<file path="src/rtl/ysyx_23060221_axi_rr_arbiter_if.sv">
// AXI4 five-channel bundle shared by the arbiter's master-facing and slave-facing ports.
//   master modport: the side that issues AR/AW/W and accepts R/B (a bus master, or the
//                   arbiter's downstream port).
//   slave modport : the side that accepts AR/AW/W and returns R/B.
// Parameters: AW address width, DW data width (strobe DW/8), IDW ID width.
interface ysyx_23060221_axi_rr_arbiter_if #(
    parameter int unsigned AW  = 32,
    parameter int unsigned DW  = 32,
    parameter int unsigned IDW = 4
);
    logic              arvalid, arready;
    logic [AW-1:0]     araddr;
    logic [IDW-1:0]    arid;
    logic [7:0]        arlen;
    logic [2:0]        arsize;
    logic [1:0]        arburst;

    logic              rvalid, rready, rlast;
    logic [1:0]        rresp;
    logic [DW-1:0]     rdata;
    logic [IDW-1:0]    rid;

    logic              awvalid, awready;
    logic [AW-1:0]     awaddr;
    logic [IDW-1:0]    awid;
    logic [7:0]        awlen;
    logic [2:0]        awsize;
    logic [1:0]        awburst;

    logic              wvalid, wready, wlast;
    logic [DW-1:0]     wdata;
    logic [DW/8-1:0]   wstrb;

    logic              bvalid, bready;
    logic [1:0]        bresp;
    logic [IDW-1:0]    bid;

    modport master (
        output arvalid, araddr, arid, arlen, arsize, arburst, rready,
               awvalid, awaddr, awid, awlen, awsize, awburst,
               wvalid, wdata, wstrb, wlast, bready,
        input  arready, rvalid, rresp, rdata, rlast, rid, awready, wready,
               bvalid, bresp, bid
    );

    modport slave (
        input  arvalid, araddr, arid, arlen, arsize, arburst, rready,
               awvalid, awaddr, awid, awlen, awsize, awburst,
               wvalid, wdata, wstrb, wlast, bready,
        output arready, rvalid, rresp, rdata, rlast, rid, awready, wready,
               bvalid, bresp, bid
    );
endinterface

</file>
<file path="src/rtl/ysyx_23060221_axi_rr_arbiter.sv">
// Two-master / one-slave AXI4 round-robin arbiter (M0 = IFU, M1 = LSU).
// One transaction in flight; the grant is registered and held for a whole read
// (AR + all R) or write (AW + all W + B). The granted master is passed straight
// through; the other master sees all ready/valid/payload at 0.
// Ports:
//   clk, rst    clock, synchronous active-high reset
//   m0, m1      master-facing AXI ports (slave modport)
//   s           downstream AXI port (master modport)
//   last_err    1-cycle pulse when an R/W burst's beat count disagrees with its len
// Optional build macro ARB_PERF_EN adds perf_grant0, perf_grant1, perf_wait (32-bit, wrapping).
module ysyx_23060221_axi_rr_arbiter #(
    parameter int unsigned AW  = 32,
    parameter int unsigned DW  = 32,
    parameter int unsigned IDW = 4
) (
    input  logic clk,
    input  logic rst,
    ysyx_23060221_axi_rr_arbiter_if.slave  m0,
    ysyx_23060221_axi_rr_arbiter_if.slave  m1,
    ysyx_23060221_axi_rr_arbiter_if.master s,
    output logic last_err
`ifdef ARB_PERF_EN
    ,
    output logic [31:0] perf_grant0,
    output logic [31:0] perf_grant1,
    output logic [31:0] perf_wait
`endif
);
    localparam int unsigned SW     = DW / 8;
    localparam int unsigned BEAT_W = 9;
    localparam logic [BEAT_W-1:0] BEAT_MAX = BEAT_W'(256);

    localparam logic [2:0] IDLE  = 3'd0;
    localparam logic [2:0] RD_A  = 3'd1;
    localparam logic [2:0] RD_D  = 3'd2;
    localparam logic [2:0] WR_AD = 3'd3;
    localparam logic [2:0] WR_B  = 3'd4;

    logic [2:0]        state_q, state_d;
    logic              grant_q, last_grant_q;
    logic [BEAT_W-1:0] beat_q;
    logic [7:0]        len_q;
    logic              aw_done_q, w_done_q;

    // Request-side signals of the currently granted master
    logic              g_arvalid, g_rready, g_awvalid, g_wvalid, g_wlast, g_bready;
    logic [AW-1:0]     g_araddr, g_awaddr;
    logic [IDW-1:0]    g_arid, g_awid;
    logic [7:0]        g_arlen, g_awlen;
    logic [2:0]        g_arsize, g_awsize;
    logic [1:0]        g_arburst, g_awburst;
    logic [DW-1:0]     g_wdata;
    logic [SW-1:0]     g_wstrb;

    // Response-side signals destined for the granted master
    logic              g_arready, g_rvalid, g_rlast, g_awready, g_wready, g_bvalid;
    logic [1:0]        g_rresp, g_bresp;
    logic [DW-1:0]     g_rdata;
    logic [IDW-1:0]    g_rid, g_bid;

    logic req0, req1, req_any, pick, pick_rd;
    logic ar_hs, r_hs, aw_hs, w_hs, b_hs, w_last_hs;
    logic [7:0] wlen;

    assign g_arvalid = grant_q ? m1.arvalid : m0.arvalid;
    assign g_araddr  = grant_q ? m1.araddr  : m0.araddr;
    assign g_arid    = grant_q ? m1.arid    : m0.arid;
    assign g_arlen   = grant_q ? m1.arlen   : m0.arlen;
    assign g_arsize  = grant_q ? m1.arsize  : m0.arsize;
    assign g_arburst = grant_q ? m1.arburst : m0.arburst;
    assign g_rready  = grant_q ? m1.rready  : m0.rready;
    assign g_awvalid = grant_q ? m1.awvalid : m0.awvalid;
    assign g_awaddr  = grant_q ? m1.awaddr  : m0.awaddr;
    assign g_awid    = grant_q ? m1.awid    : m0.awid;
    assign g_awlen   = grant_q ? m1.awlen   : m0.awlen;
    assign g_awsize  = grant_q ? m1.awsize  : m0.awsize;
    assign g_awburst = grant_q ? m1.awburst : m0.awburst;
    assign g_wvalid  = grant_q ? m1.wvalid  : m0.wvalid;
    assign g_wdata   = grant_q ? m1.wdata   : m0.wdata;
    assign g_wstrb   = grant_q ? m1.wstrb   : m0.wstrb;
    assign g_wlast   = grant_q ? m1.wlast   : m0.wlast;
    assign g_bready  = grant_q ? m1.bready  : m0.bready;

    assign m0.arready = ~grant_q & g_arready;
    assign m1.arready =  grant_q & g_arready;
    assign m0.rvalid  = ~grant_q & g_rvalid;
    assign m1.rvalid  =  grant_q & g_rvalid;
    assign m0.rlast   = ~grant_q & g_rlast;
    assign m1.rlast   =  grant_q & g_rlast;
    assign m0.rresp   = grant_q ? '0 : g_rresp;
    assign m1.rresp   = grant_q ? g_rresp : '0;
    assign m0.rdata   = grant_q ? '0 : g_rdata;
    assign m1.rdata   = grant_q ? g_rdata : '0;
    assign m0.rid     = grant_q ? '0 : g_rid;
    assign m1.rid     = grant_q ? g_rid : '0;
    assign m0.awready = ~grant_q & g_awready;
    assign m1.awready =  grant_q & g_awready;
    assign m0.wready  = ~grant_q & g_wready;
    assign m1.wready  =  grant_q & g_wready;
    assign m0.bvalid  = ~grant_q & g_bvalid;
    assign m1.bvalid  =  grant_q & g_bvalid;
    assign m0.bresp   = grant_q ? '0 : g_bresp;
    assign m1.bresp   = grant_q ? g_bresp : '0;
    assign m0.bid     = grant_q ? '0 : g_bid;
    assign m1.bid     = grant_q ? g_bid : '0;

    // Round-robin pick: a lone requester wins, a tie goes to the master not granted last
    assign req0    = m0.arvalid | m0.awvalid;
    assign req1    = m1.arvalid | m1.awvalid;
    assign req_any = req0 | req1;
    assign pick    = (req0 & req1) ? ~last_grant_q : req1;
    assign pick_rd = pick ? m1.arvalid : m0.arvalid;

    // Handshakes as seen on the downstream port; the done flags mask repeated AW/W
    assign ar_hs     = (state_q == RD_A)  & g_arvalid & s.arready;
    assign r_hs      = (state_q == RD_D)  & s.rvalid & g_rready;
    assign aw_hs     = (state_q == WR_AD) & ~aw_done_q & g_awvalid & s.awready;
    assign w_hs      = (state_q == WR_AD) & ~w_done_q & g_wvalid & s.wready;
    assign w_last_hs = w_hs & g_wlast;
    assign b_hs      = (state_q == WR_B)  & s.bvalid & g_bready;

    // W may finish before AW: until AW is accepted the master is still holding awlen
    assign wlen = aw_done_q ? len_q : g_awlen;

    // State register
    always_ff @(posedge clk) begin
        if (rst) state_q <= IDLE;
        else     state_q <= state_d;
    end

    // Next state and channel routing
    always_comb begin
        state_d   = state_q;
        s.arvalid = 1'b0; s.araddr = '0; s.arid = '0; s.arlen = '0; s.arsize = '0; s.arburst = '0;
        s.rready  = 1'b0;
        s.awvalid = 1'b0; s.awaddr = '0; s.awid = '0; s.awlen = '0; s.awsize = '0; s.awburst = '0;
        s.wvalid  = 1'b0; s.wdata = '0; s.wstrb = '0; s.wlast = 1'b0;
        s.bready  = 1'b0;
        g_arready = 1'b0;
        g_rvalid  = 1'b0; g_rresp = '0; g_rdata = '0; g_rlast = 1'b0; g_rid = '0;
        g_awready = 1'b0; g_wready = 1'b0;
        g_bvalid  = 1'b0; g_bresp = '0; g_bid = '0;
        case (state_q)
            IDLE: begin
                if (req_any) state_d = pick_rd ? RD_A : WR_AD;
            end
            RD_A: begin
                s.arvalid = g_arvalid; s.araddr = g_araddr; s.arid = g_arid;
                s.arlen = g_arlen; s.arsize = g_arsize; s.arburst = g_arburst;
                g_arready = s.arready;
                if (ar_hs) state_d = RD_D;
            end
            RD_D: begin
                s.rready = g_rready;
                g_rvalid = s.rvalid; g_rresp = s.rresp; g_rdata = s.rdata;
                g_rlast  = s.rlast;  g_rid   = s.rid;
                if (r_hs && s.rlast) state_d = IDLE;
            end
            WR_AD: begin
                if (!aw_done_q) begin
                    s.awvalid = g_awvalid; s.awaddr = g_awaddr; s.awid = g_awid;
                    s.awlen = g_awlen; s.awsize = g_awsize; s.awburst = g_awburst;
                    g_awready = s.awready;
                end
                if (!w_done_q) begin
                    s.wvalid = g_wvalid; s.wdata = g_wdata; s.wstrb = g_wstrb; s.wlast = g_wlast;
                    g_wready = s.wready;
                end
                if ((aw_done_q || aw_hs) && (w_done_q || w_last_hs)) state_d = WR_B;
            end
            WR_B: begin
                s.bready = g_bready;
                g_bvalid = s.bvalid; g_bresp = s.bresp; g_bid = s.bid;
                if (b_hs) state_d = IDLE;
            end
            default: state_d = IDLE;
        endcase
    end

    // Grant, burst bookkeeping and length check
    always_ff @(posedge clk) begin
        if (rst) begin
            grant_q      <= 1'b0;
            last_grant_q <= 1'b1;
            beat_q       <= '0;
            len_q        <= '0;
            aw_done_q    <= 1'b0;
            w_done_q     <= 1'b0;
            last_err     <= 1'b0;
        end else begin
            last_err <= (r_hs & s.rlast & (beat_q != BEAT_W'(len_q)))
                      | (w_last_hs & (beat_q != BEAT_W'(wlen)));
            if (state_q == IDLE) begin
                beat_q    <= '0;
                aw_done_q <= 1'b0;
                w_done_q  <= 1'b0;
                if (req_any) begin
                    grant_q      <= pick;
                    last_grant_q <= pick;
                end
            end
            if (ar_hs) begin
                len_q  <= g_arlen;
                beat_q <= '0;
            end
            if (aw_hs) begin
                len_q     <= g_awlen;
                aw_done_q <= 1'b1;
            end
            if (w_last_hs) w_done_q <= 1'b1;
            // Counter saturates at 256 rather than wrapping
            if (r_hs || w_hs) beat_q <= beat_q + BEAT_W'(beat_q != BEAT_MAX);
        end
    end

`ifdef ARB_PERF_EN
    logic busy, wait_any;
    assign busy     = (state_q != IDLE);
    assign wait_any = (req0 & ~(busy & ~grant_q)) | (req1 & ~(busy & grant_q));

    // Grant and wait-cycle counters, free-running with wrap
    always_ff @(posedge clk) begin
        if (rst) begin
            perf_grant0 <= '0;
            perf_grant1 <= '0;
            perf_wait   <= '0;
        end else begin
            if (state_q == IDLE && req_any && !pick) perf_grant0 <= perf_grant0 + 32'd1;
            if (state_q == IDLE && req_any &&  pick) perf_grant1 <= perf_grant1 + 32'd1;
            if (wait_any) perf_wait <= perf_wait + 32'd1;
        end
    end
`endif
endmodule

</file>
<file path="src/flat_wrapper.sv">
// flat-port wrapper written by rule: the top's interface ports become plain ports
module ysyx_23060221_axi_rr_arbiter_flat 
#(
    parameter int unsigned AW  = 32,
    parameter int unsigned DW  = 32,
    parameter int unsigned IDW = 4
)
  (clk, rst, last_err, m0_arvalid, m0_araddr, m0_arid, m0_arlen, m0_arsize, m0_arburst, m0_rready, m0_awvalid, m0_awaddr, m0_awid, m0_awlen, m0_awsize, m0_awburst, m0_wvalid, m0_wdata, m0_wstrb, m0_wlast, m0_bready, m0_arready, m0_rvalid, m0_rresp, m0_rdata, m0_rlast, m0_rid, m0_awready, m0_wready, m0_bvalid, m0_bresp, m0_bid, m1_arvalid, m1_araddr, m1_arid, m1_arlen, m1_arsize, m1_arburst, m1_rready, m1_awvalid, m1_awaddr, m1_awid, m1_awlen, m1_awsize, m1_awburst, m1_wvalid, m1_wdata, m1_wstrb, m1_wlast, m1_bready, m1_arready, m1_rvalid, m1_rresp, m1_rdata, m1_rlast, m1_rid, m1_awready, m1_wready, m1_bvalid, m1_bresp, m1_bid, s_arvalid, s_araddr, s_arid, s_arlen, s_arsize, s_arburst, s_rready, s_awvalid, s_awaddr, s_awid, s_awlen, s_awsize, s_awburst, s_wvalid, s_wdata, s_wstrb, s_wlast, s_bready, s_arready, s_rvalid, s_rresp, s_rdata, s_rlast, s_rid, s_awready, s_wready, s_bvalid, s_bresp, s_bid);
  ysyx_23060221_axi_rr_arbiter_if #(.AW(AW), .DW(DW), .IDW(IDW)) m0_i ();
  ysyx_23060221_axi_rr_arbiter_if #(.AW(AW), .DW(DW), .IDW(IDW)) m1_i ();
  ysyx_23060221_axi_rr_arbiter_if #(.AW(AW), .DW(DW), .IDW(IDW)) s_i ();
  input  logic clk;
  input  logic rst;
  output logic last_err;
  input wire logic [$bits(m0_i.arvalid)-1:0] m0_arvalid;
  input wire logic [$bits(m0_i.araddr)-1:0] m0_araddr;
  input wire logic [$bits(m0_i.arid)-1:0] m0_arid;
  input wire logic [$bits(m0_i.arlen)-1:0] m0_arlen;
  input wire logic [$bits(m0_i.arsize)-1:0] m0_arsize;
  input wire logic [$bits(m0_i.arburst)-1:0] m0_arburst;
  input wire logic [$bits(m0_i.rready)-1:0] m0_rready;
  input wire logic [$bits(m0_i.awvalid)-1:0] m0_awvalid;
  input wire logic [$bits(m0_i.awaddr)-1:0] m0_awaddr;
  input wire logic [$bits(m0_i.awid)-1:0] m0_awid;
  input wire logic [$bits(m0_i.awlen)-1:0] m0_awlen;
  input wire logic [$bits(m0_i.awsize)-1:0] m0_awsize;
  input wire logic [$bits(m0_i.awburst)-1:0] m0_awburst;
  input wire logic [$bits(m0_i.wvalid)-1:0] m0_wvalid;
  input wire logic [$bits(m0_i.wdata)-1:0] m0_wdata;
  input wire logic [$bits(m0_i.wstrb)-1:0] m0_wstrb;
  input wire logic [$bits(m0_i.wlast)-1:0] m0_wlast;
  input wire logic [$bits(m0_i.bready)-1:0] m0_bready;
  output wire logic [$bits(m0_i.arready)-1:0] m0_arready;
  output wire logic [$bits(m0_i.rvalid)-1:0] m0_rvalid;
  output wire logic [$bits(m0_i.rresp)-1:0] m0_rresp;
  output wire logic [$bits(m0_i.rdata)-1:0] m0_rdata;
  output wire logic [$bits(m0_i.rlast)-1:0] m0_rlast;
  output wire logic [$bits(m0_i.rid)-1:0] m0_rid;
  output wire logic [$bits(m0_i.awready)-1:0] m0_awready;
  output wire logic [$bits(m0_i.wready)-1:0] m0_wready;
  output wire logic [$bits(m0_i.bvalid)-1:0] m0_bvalid;
  output wire logic [$bits(m0_i.bresp)-1:0] m0_bresp;
  output wire logic [$bits(m0_i.bid)-1:0] m0_bid;
  input wire logic [$bits(m1_i.arvalid)-1:0] m1_arvalid;
  input wire logic [$bits(m1_i.araddr)-1:0] m1_araddr;
  input wire logic [$bits(m1_i.arid)-1:0] m1_arid;
  input wire logic [$bits(m1_i.arlen)-1:0] m1_arlen;
  input wire logic [$bits(m1_i.arsize)-1:0] m1_arsize;
  input wire logic [$bits(m1_i.arburst)-1:0] m1_arburst;
  input wire logic [$bits(m1_i.rready)-1:0] m1_rready;
  input wire logic [$bits(m1_i.awvalid)-1:0] m1_awvalid;
  input wire logic [$bits(m1_i.awaddr)-1:0] m1_awaddr;
  input wire logic [$bits(m1_i.awid)-1:0] m1_awid;
  input wire logic [$bits(m1_i.awlen)-1:0] m1_awlen;
  input wire logic [$bits(m1_i.awsize)-1:0] m1_awsize;
  input wire logic [$bits(m1_i.awburst)-1:0] m1_awburst;
  input wire logic [$bits(m1_i.wvalid)-1:0] m1_wvalid;
  input wire logic [$bits(m1_i.wdata)-1:0] m1_wdata;
  input wire logic [$bits(m1_i.wstrb)-1:0] m1_wstrb;
  input wire logic [$bits(m1_i.wlast)-1:0] m1_wlast;
  input wire logic [$bits(m1_i.bready)-1:0] m1_bready;
  output wire logic [$bits(m1_i.arready)-1:0] m1_arready;
  output wire logic [$bits(m1_i.rvalid)-1:0] m1_rvalid;
  output wire logic [$bits(m1_i.rresp)-1:0] m1_rresp;
  output wire logic [$bits(m1_i.rdata)-1:0] m1_rdata;
  output wire logic [$bits(m1_i.rlast)-1:0] m1_rlast;
  output wire logic [$bits(m1_i.rid)-1:0] m1_rid;
  output wire logic [$bits(m1_i.awready)-1:0] m1_awready;
  output wire logic [$bits(m1_i.wready)-1:0] m1_wready;
  output wire logic [$bits(m1_i.bvalid)-1:0] m1_bvalid;
  output wire logic [$bits(m1_i.bresp)-1:0] m1_bresp;
  output wire logic [$bits(m1_i.bid)-1:0] m1_bid;
  output wire logic [$bits(s_i.arvalid)-1:0] s_arvalid;
  output wire logic [$bits(s_i.araddr)-1:0] s_araddr;
  output wire logic [$bits(s_i.arid)-1:0] s_arid;
  output wire logic [$bits(s_i.arlen)-1:0] s_arlen;
  output wire logic [$bits(s_i.arsize)-1:0] s_arsize;
  output wire logic [$bits(s_i.arburst)-1:0] s_arburst;
  output wire logic [$bits(s_i.rready)-1:0] s_rready;
  output wire logic [$bits(s_i.awvalid)-1:0] s_awvalid;
  output wire logic [$bits(s_i.awaddr)-1:0] s_awaddr;
  output wire logic [$bits(s_i.awid)-1:0] s_awid;
  output wire logic [$bits(s_i.awlen)-1:0] s_awlen;
  output wire logic [$bits(s_i.awsize)-1:0] s_awsize;
  output wire logic [$bits(s_i.awburst)-1:0] s_awburst;
  output wire logic [$bits(s_i.wvalid)-1:0] s_wvalid;
  output wire logic [$bits(s_i.wdata)-1:0] s_wdata;
  output wire logic [$bits(s_i.wstrb)-1:0] s_wstrb;
  output wire logic [$bits(s_i.wlast)-1:0] s_wlast;
  output wire logic [$bits(s_i.bready)-1:0] s_bready;
  input wire logic [$bits(s_i.arready)-1:0] s_arready;
  input wire logic [$bits(s_i.rvalid)-1:0] s_rvalid;
  input wire logic [$bits(s_i.rresp)-1:0] s_rresp;
  input wire logic [$bits(s_i.rdata)-1:0] s_rdata;
  input wire logic [$bits(s_i.rlast)-1:0] s_rlast;
  input wire logic [$bits(s_i.rid)-1:0] s_rid;
  input wire logic [$bits(s_i.awready)-1:0] s_awready;
  input wire logic [$bits(s_i.wready)-1:0] s_wready;
  input wire logic [$bits(s_i.bvalid)-1:0] s_bvalid;
  input wire logic [$bits(s_i.bresp)-1:0] s_bresp;
  input wire logic [$bits(s_i.bid)-1:0] s_bid;
  assign m0_i.arvalid = m0_arvalid;
  assign m0_i.araddr = m0_araddr;
  assign m0_i.arid = m0_arid;
  assign m0_i.arlen = m0_arlen;
  assign m0_i.arsize = m0_arsize;
  assign m0_i.arburst = m0_arburst;
  assign m0_i.rready = m0_rready;
  assign m0_i.awvalid = m0_awvalid;
  assign m0_i.awaddr = m0_awaddr;
  assign m0_i.awid = m0_awid;
  assign m0_i.awlen = m0_awlen;
  assign m0_i.awsize = m0_awsize;
  assign m0_i.awburst = m0_awburst;
  assign m0_i.wvalid = m0_wvalid;
  assign m0_i.wdata = m0_wdata;
  assign m0_i.wstrb = m0_wstrb;
  assign m0_i.wlast = m0_wlast;
  assign m0_i.bready = m0_bready;
  assign m0_arready = m0_i.arready;
  assign m0_rvalid = m0_i.rvalid;
  assign m0_rresp = m0_i.rresp;
  assign m0_rdata = m0_i.rdata;
  assign m0_rlast = m0_i.rlast;
  assign m0_rid = m0_i.rid;
  assign m0_awready = m0_i.awready;
  assign m0_wready = m0_i.wready;
  assign m0_bvalid = m0_i.bvalid;
  assign m0_bresp = m0_i.bresp;
  assign m0_bid = m0_i.bid;
  assign m1_i.arvalid = m1_arvalid;
  assign m1_i.araddr = m1_araddr;
  assign m1_i.arid = m1_arid;
  assign m1_i.arlen = m1_arlen;
  assign m1_i.arsize = m1_arsize;
  assign m1_i.arburst = m1_arburst;
  assign m1_i.rready = m1_rready;
  assign m1_i.awvalid = m1_awvalid;
  assign m1_i.awaddr = m1_awaddr;
  assign m1_i.awid = m1_awid;
  assign m1_i.awlen = m1_awlen;
  assign m1_i.awsize = m1_awsize;
  assign m1_i.awburst = m1_awburst;
  assign m1_i.wvalid = m1_wvalid;
  assign m1_i.wdata = m1_wdata;
  assign m1_i.wstrb = m1_wstrb;
  assign m1_i.wlast = m1_wlast;
  assign m1_i.bready = m1_bready;
  assign m1_arready = m1_i.arready;
  assign m1_rvalid = m1_i.rvalid;
  assign m1_rresp = m1_i.rresp;
  assign m1_rdata = m1_i.rdata;
  assign m1_rlast = m1_i.rlast;
  assign m1_rid = m1_i.rid;
  assign m1_awready = m1_i.awready;
  assign m1_wready = m1_i.wready;
  assign m1_bvalid = m1_i.bvalid;
  assign m1_bresp = m1_i.bresp;
  assign m1_bid = m1_i.bid;
  assign s_arvalid = s_i.arvalid;
  assign s_araddr = s_i.araddr;
  assign s_arid = s_i.arid;
  assign s_arlen = s_i.arlen;
  assign s_arsize = s_i.arsize;
  assign s_arburst = s_i.arburst;
  assign s_rready = s_i.rready;
  assign s_awvalid = s_i.awvalid;
  assign s_awaddr = s_i.awaddr;
  assign s_awid = s_i.awid;
  assign s_awlen = s_i.awlen;
  assign s_awsize = s_i.awsize;
  assign s_awburst = s_i.awburst;
  assign s_wvalid = s_i.wvalid;
  assign s_wdata = s_i.wdata;
  assign s_wstrb = s_i.wstrb;
  assign s_wlast = s_i.wlast;
  assign s_bready = s_i.bready;
  assign s_i.arready = s_arready;
  assign s_i.rvalid = s_rvalid;
  assign s_i.rresp = s_rresp;
  assign s_i.rdata = s_rdata;
  assign s_i.rlast = s_rlast;
  assign s_i.rid = s_rid;
  assign s_i.awready = s_awready;
  assign s_i.wready = s_wready;
  assign s_i.bvalid = s_bvalid;
  assign s_i.bresp = s_bresp;
  assign s_i.bid = s_bid;
  ysyx_23060221_axi_rr_arbiter #(.AW(AW), .DW(DW), .IDW(IDW)) u_core (.clk(clk), .rst(rst), .m0(m0_i), .m1(m1_i), .s(s_i), .last_err(last_err));
endmodule
</file>
<file path="config.mk">
export PLATFORM = sky130hd
export DESIGN_NAME = ysyx_23060221_axi_rr_arbiter_flat
export DESIGN_NICKNAME = d
export VERILOG_FILES = /design/src/rtl/ysyx_23060221_axi_rr_arbiter_if.sv /design/src/rtl/ysyx_23060221_axi_rr_arbiter.sv /design/src/flat_wrapper.sv
export SDC_FILE = /design/constraint.sdc
export NUM_CORES = 1
export LEC_CHECK = 0
export BUFFER_PORTS_ARGS = -buffer_cell sky130_fd_sc_hd__buf_2
export CORE_AREA = 2 2 221 223
export DETAILED_ROUTE_END_ITERATION = 8
export DIE_AREA = 0 0 223 225
export GPL_ROUTABILITY_DRIVEN = 0
export GPL_TIMING_DRIVEN = 0
export RECOVER_POWER = 50
export SETUP_SLACK_MARGIN = 0.15
export SLEW_MARGIN = 20
export SYNTH_ARGS = -nofsm -noshare
export SYNTH_HDL_FRONTEND = slang
export SYNTH_SLANG_ARGS = --single-unit
</file>
<file path="constraint.sdc">
create_clock -name clk -period 2.16 [get_ports clk]
set_clock_uncertainty 0.1 [all_clocks]
set_input_delay 0 -clock clk [delete_from_list [all_inputs] [get_ports clk]]
set_output_delay 0 -clock clk [all_outputs]
set_load 0.02 [all_outputs]
</file>
Word level (Yosys, flattened, before mapping)
Cells that the tools add are included.
Storage, ports and cells
  bits in writable memories: 0
  memory bits (read-only): 0
  bits in latches: 0
  output and inout port bits: 241
  bits of input ports: 332
  memories kept: 0
  word-level logic and storage cells: 157
  flip-flop bits (word level): 25
Cells by class
  shift operators: 0
  reduce and logical (&&, ||, !) cells: 12
  add/subtract/negate cells: 1
  bitwise logic cells: 37
  equality and inequality tests: 12
  div/mod/pow operators: 0
  order comparisons: 0
  muxes and demuxes: 87
  $mul: 0
Operator list (number)
  32-bit 2-to-1 mux: 11
  8-bit 2-to-1 mux: 8
  4-bit 2-to-1 mux: 14
  3-bit 2-to-1 mux: 10
  1-bit AND: 29
  1-bit 2-to-1 mux: 28
  9-bit 2-to-1 mux: 3
  2-bit 2-to-1 mux: 12
  9-bit by 8-bit inequality test with 1-bit output: 2
  3-bit one-hot mux with 5 select lines: 1
  9-bit by 1-bit adder with 9-bit output: 1
  9-bit inequality test, second input constant: 1
  3-bit by 2-bit equality test with 1-bit output, second input constant: 2
  2-bit by 1-bit inequality test with 1-bit output, second input constant: 3
  2-bit nonzero test: 3
  5-bit AND reduction: 1
  2-bit inequality test, second input constant: 2
  1-bit inverter: 4
  1-bit OR: 4
  3-bit by 1-bit equality test with 1-bit output, second input constant: 1
  3-bit equality test, second input constant: 1
  3-bit zero test: 1
  1-bit logical OR: 3
  3-bit nonzero test: 1
  2 further kinds: 3

Longest topological paths before layout
  depth after elaboration: 9
  depth in mapped cells: 9
  gate-level depth less buffers: 8

Least setup slack after synthesis
OpenSTA, ideal clock, no wires.
  path type: flip-flop to flip-flop
  start point: register u_core.beat_q[3]
  end point: register u_core.beat_q[8]
  path slack: 0.346 ns
  data required time: 1.928 ns
  cell stages (with the launch flop): 10
  library setup time: 0.132 ns
  arrival: 1.582 ns
  buffers on the path: 1
  cell sequence: dfxtp_1 > clkbuf_1 > nor3_1 > nand4b_1 > ha_1 > ha_1 > nand3_1 > o21a_1 > o21ai_0 > a21oi_1
Between the ends
  word-level cells in the longest chain between the ends: 3
RTL lines
  start: declaration: RTL line ysyx_23060221_axi_rr_arbiter.sv:41  | logic [BEAT_W-1:0] beat_q;
  start signal: assignment: RTL line ysyx_23060221_axi_rr_arbiter.sv:212  | if (r_hs || w_hs) beat_q <= beat_q + BEAT_W'(beat_q != BEAT_MAX);
  9-bit inequality test: RTL line ysyx_23060221_axi_rr_arbiter.sv:212
  9-bit by 1-bit adder with 9-bit output *: RTL line ysyx_23060221_axi_rr_arbiter.sv:212
  9-bit 2-to-1 mux *: RTL line ysyx_23060221_axi_rr_arbiter.sv:212
Every way passes the cells marked *; elsewhere a longest branch is shown, timed or not.
A chain may end at the register's enable or synchronous reset.

Final worst setup path
  start point: register u_core.grant_q
  end point: register u_core.last_err
Between the ends
  word-level cells in the longest chain between the ends: 6
  elaborated cells between the ends (all ways): 14
RTL lines
  start: declaration: RTL line ysyx_23060221_axi_rr_arbiter.sv:40  | logic grant_q, last_grant_q;
  start signal: assignment: RTL line ysyx_23060221_axi_rr_arbiter.sv:198  | grant_q <= pick;
  branches (longest 5 deep; another with 9-bit by 8-bit inequality test with 1-bit output)
  1-bit OR *: RTL line ysyx_23060221_axi_rr_arbiter.sv:192  | | (w_last_hs & (beat_q != BEAT_W'(wlen)));
  end signal: assignment: RTL line ysyx_23060221_axi_rr_arbiter.sv:191  | last_err <= (r_hs & s.rlast & (beat_q != BEAT_W'(len_q)))
  end: declaration: RTL line ysyx_23060221_axi_rr_arbiter.sv:21  | output logic last_err
Mark *: on every way between the ends.

==> out/qor.json <==
{
  "run_status": {
    "status": "finished, final reports clean"
  },
  "timing": {
    "fmax_mhz": 494.7,
    "post-route-period-util_pct": 93.59,
    "final.setup.worst_slack_ns": 0.1384,
    "rsz_0062_raised_after_global_routing": "true",
    "setup_violations": 0,
    "final_hold_fails": 0,
    "drv_slew": 0,
    "period_needed_ns": 2.022,
    "fin_hold_ws_ns": 0.03753,
    "max_slew.worst_pin.slew_ns": 0.6153,
    "worst_slew_margin_rel_pct": 58.98
  },
  "power": {
    "seq_power_share_pct": 8.2,
    "internal-power_uw": 3399,
    "power_leakage_uw": 0.004580,
    "switching_pwr_uw": 4023,
    "power.density_cell_area_nw_per_um2": 785.6,
    "net_switching_fraction_of_the_power_pct": 54.20,
    "p_clk_share_pct": 5.7,
    "report.power.total_uw": 7423,
    "p_comb_share_pct": 86.1,
    "power.ir.vdd_worst_v": 0.0003075
  },
  "layout": {
    "most-common-layout-cells": "buf_2 (464), nor2_1 (137), mux2i_1 (84)",
    "num-fill-cells": 5383,
    "regArea_sq_um": 503.0,
    "area_growth_syn_to_layout_pct": 109.4,
    "drive_gt1_share_pct": 54.04,
    "fin_nets": 1584,
    "multiInputGateArea_sq_um": 4403,
    "most_common_library_cell_in_the_layout_ignoring_fill_and_taps": "buf_2",
    "post_layout_nonfiller_instances": 1870
  },
  "yosys": {
    "synth.distinct_cells": 55,
    "yosysSeqAreaShare_pct": 11.09,
    "post_synth_xor_area_fraction_pct": 3.106,
    "postSynthCellCount": 654,
    "ys_async_sr_fraction_pct": 0,
    "synth_top_family_by_area": "simple AND/OR/NAND/NOR gates",
    "post_synth.cell_area_avg_sq_um": 6.899,
    "synth_fp_nets": 988,
    "synth.yosys.warnings": 0,
    "synth-main-ff-cell": "dfxtp_1",
    "yosys-mux-area-fraction_pct": 32.61,
    "post_synth_and_or_nand_nor_area_fraction_pct": 36.58,
    "synthesis.area_sq_um": 4512,
    "synth_enable_flop_cells": 0,
    "ys_seq_elements": 25,
    "post_synth_fa_ha_maj_area_fraction_pct": 0.5546,
    "synth-compound-area-share_pct": 9.151
  },
  "critical_path": {
    "worst-endpoint-arrival_ns": 2.05,
    "reg2reg_to": "u_core.last_err$_SDFF_PP0_",
    "path_cells": "buf_8, buf_12, buf_8, mux2_4, mux2i_1, xnor2_1, nor4_1, a311oi_2",
    "endpoint_kind": "flop",
    "setup.worst_path.end": "u_core.last_err$_SDFF_PP0_",
    "timing.critical_path.slowest_cell_delay_ns": 0.34,
    "timing.critical_path.fanout_max": 6,
    "setup.worst_path.start_class": "flop",
    "r2r-start": "u_core.grant_q$_SDFFE_PP0P_",
    "critPathBufInv": 3,
    "crit_cells": 8,
    "most_frequent_cell_on_critical_path": "buf_8",
    "timing.critical_path.max_delay_family": "multiplexers",
    "timing.reg2reg.setup_slack_ns": 0.14,
    "crit_path_top_delay_cell": "nor4_1",
    "startpoint": "u_core.grant_q$_SDFFE_PP0P_",
    "required_ns": 2.19,
    "ff2ff_path_depth": 8,
    "timing_worst_setup_path_type": "flop to flop"
  },
  "grt": {
    "grt_use_total_pct": 14.88,
    "grt_antenna_before_repair": 12,
    "gr-total-overflow": 0,
    "grt_first_pass_wirelength_um": 52980,
    "largest_net_degree_at_the_start_of_global_routing": 14,
    "first_global_vias": 7098
  },
  "floorplan": {
    "ioPinCount": 573,
    "start_util_pct": 9.489,
    "die_w_um": 223,
    "dieHeight_um": 225,
    "placement_rows": 80,
    "die_area_sq_um": 50180,
    "coreArea_sq_um": 47550
  },
  "detailed_routing": {
    "drt_iter0_markers": 465,
    "dr.pass1.iters": 5,
    "final_antenna_net_count": 0,
    "routedWlPerCell_um": 21.45,
    "drt-total-wl_um": 40110,
    "number_of_drc_violations_after_detailed_routing": 0,
    "drt-vias-per-instance": 3.976,
    "num_vias": 7435
  },
  "worst_hold_path": {
    "worst_hold_path_type": "input port to flop",
    "hold_path.startpoint": "m0_awlen[7]"
  },
  "flow_run": {
    "max_cap_viol_count": 0
  },
  "clocking": {
    "clock_path_buffers": 2,
    "clkLatencyLatePin_ns": 0.26,
    "cts_tree": "built",
    "clock_tree.htree_level_count": 1,
    "clkSinkCount": 25,
    "clk_transition_reported_paths_ns": 0.07,
    "cts-buffers-inserted": 3,
    "clk_root_buffer_cell": "clkbuf_16"
  },
  "place": {
    "dp_hpwl_um": 34570,
    "preCtsSetupSlack_ns": -0.9735,
    "port_buffers": 571,
    "dp_cells": 1840
  }
}
==> timing repair <==
action,4_1_cts,5_1_grt
gates cloned,3,1
endpoints found under the setup margin,255,148
setup buffers,15,1
pin swaps,3,8
resized for setup,185,102
hold buffers,0,0
==> power groups by stage <==
stage / sequential, uW / combinational [uW] / clock, uW
after global placement: 597 / 5160 / 0
after floorplan: 582 / 3060 / 0
after global routing: 614 / 6790 / 450
final: 606 / 6390 / 423
after detailed placement: 600 / 5160 / 0
after CTS: 602 / 6230 / 434
==> flip-flops by register name, indices dropped and copies added, names as in the netlist <==
name / flops
u_core.last_err: 1
u_core.grant_q: 1
u_core.state_q: 3
u_core.aw_done_q: 1
u_core.w_done_q: 1
u_core.len_q: 8
u_core.last_grant_q: 1
u_core.beat_q: 9
==> final cells by class <==
cell class / instances / area share, %
Tap cell: 615 / 8.145
Inverter: 10 / 0.4370
Antenna cell: 6 / 0.1589
Sequential cell: 25 / 5.324
Multi-Input combinational cell: 557 / 46.60
Buffer: 62 / 5.708
Clock buffer: 4 / 0.8343
Timing Repair Buffer: 591 / 32.79
==> cell usage after synthesis (2+ instances only) <==
cell type    n  area [sq um]
clkbuf_1    38         142.6
nand2_1     25         93.84
or2_2        2         12.51
nand3_1      8         40.04
and2_1      20         125.1
dfxtp_1     25         500.5
a21oi_1     27         135.1
a21o_1       2         15.01
ha_1         2         25.02
o21ai_1      2         10.01
or2_1        2         12.51
buf_2       18         90.09
xnor2_1      8         70.07
xor2_1       8         70.07
o32ai_1      2         17.52
mux2_2       7         78.83
o211ai_1     8         60.06
o21a_1       3         22.52
and3_1      81         506.7
mux2i_1    138          1381
nand3b_1     2         15.01
a211oi_1     2         15.01
nor2_1     154         578.1
or3b_1       2         17.52
or3_1        3         18.77
nor3_1      13         65.06
nor4_1       5         31.28
o21ai_0      5         25.02
a2111oi_0    2         17.52
inv_1       10         37.54
nand2b_1     2         12.51
buf_4        5         37.54
==> kinds of logic (layout without fill, tap and decap cells) <==
logic type,Yosys count,after routing
mux,146,146
simple gates,331,331
compound gates,62,62
xor+xnor,16,16
other cells,0,6
flops,25,25
buf+inv,72,667
fa+ha+maj,2,2
==> worst min path at each step <==
stage	end	cells past startpoint	slack, ns
final	u_core.len_q[7]$_SDFFE_PP0P_	4	0.04
after global routing	u_core.len_q[7]$_SDFFE_PP0P_	4	0.05
after CTS	u_core.state_q[1]$_SDFFE_PP0P_	4	0.05
after detailed placement	m1_bresp[1]	3	0.23
after global placement	m0_bresp[1]	3	0.24
after floorplan	m0_awready	2	0.07
==> metrics by stage <==
step                area [sq um]  TNS [ns]  util, %
finish                      9448         0    19.87
global route                9448         0    19.87
CTS                         9219         0    19.39
detailed placement          8139    -68.20    17.12
global placement            8139    -67.84    17.12
floorplan                   4512         0        -
==> worst reg2reg max path: stages, from the launching register on <==
cell and delay [ns]:
dfxtp_2 0.32, buf_8 0.12, buf_12 0.14, buf_8 0.13, mux2_4 0.31, mux2i_1 0.16, xnor2_1 0.10, nor4_1 0.34
a311oi_2 0.17
==> layer usage <==
layer | vias to the layer above | wire, um | GRT usage, %
li1 | 3494 | - | -
met1 | 3476 | 16060 | 17.79
met2 | 400 | 19740 | 26.23
met3 | 55 | 3230 | 3.781
met4 | 10 | 1016 | 4.243
met5 | - | 64 | 0
(Power assumes the default switching activity.)
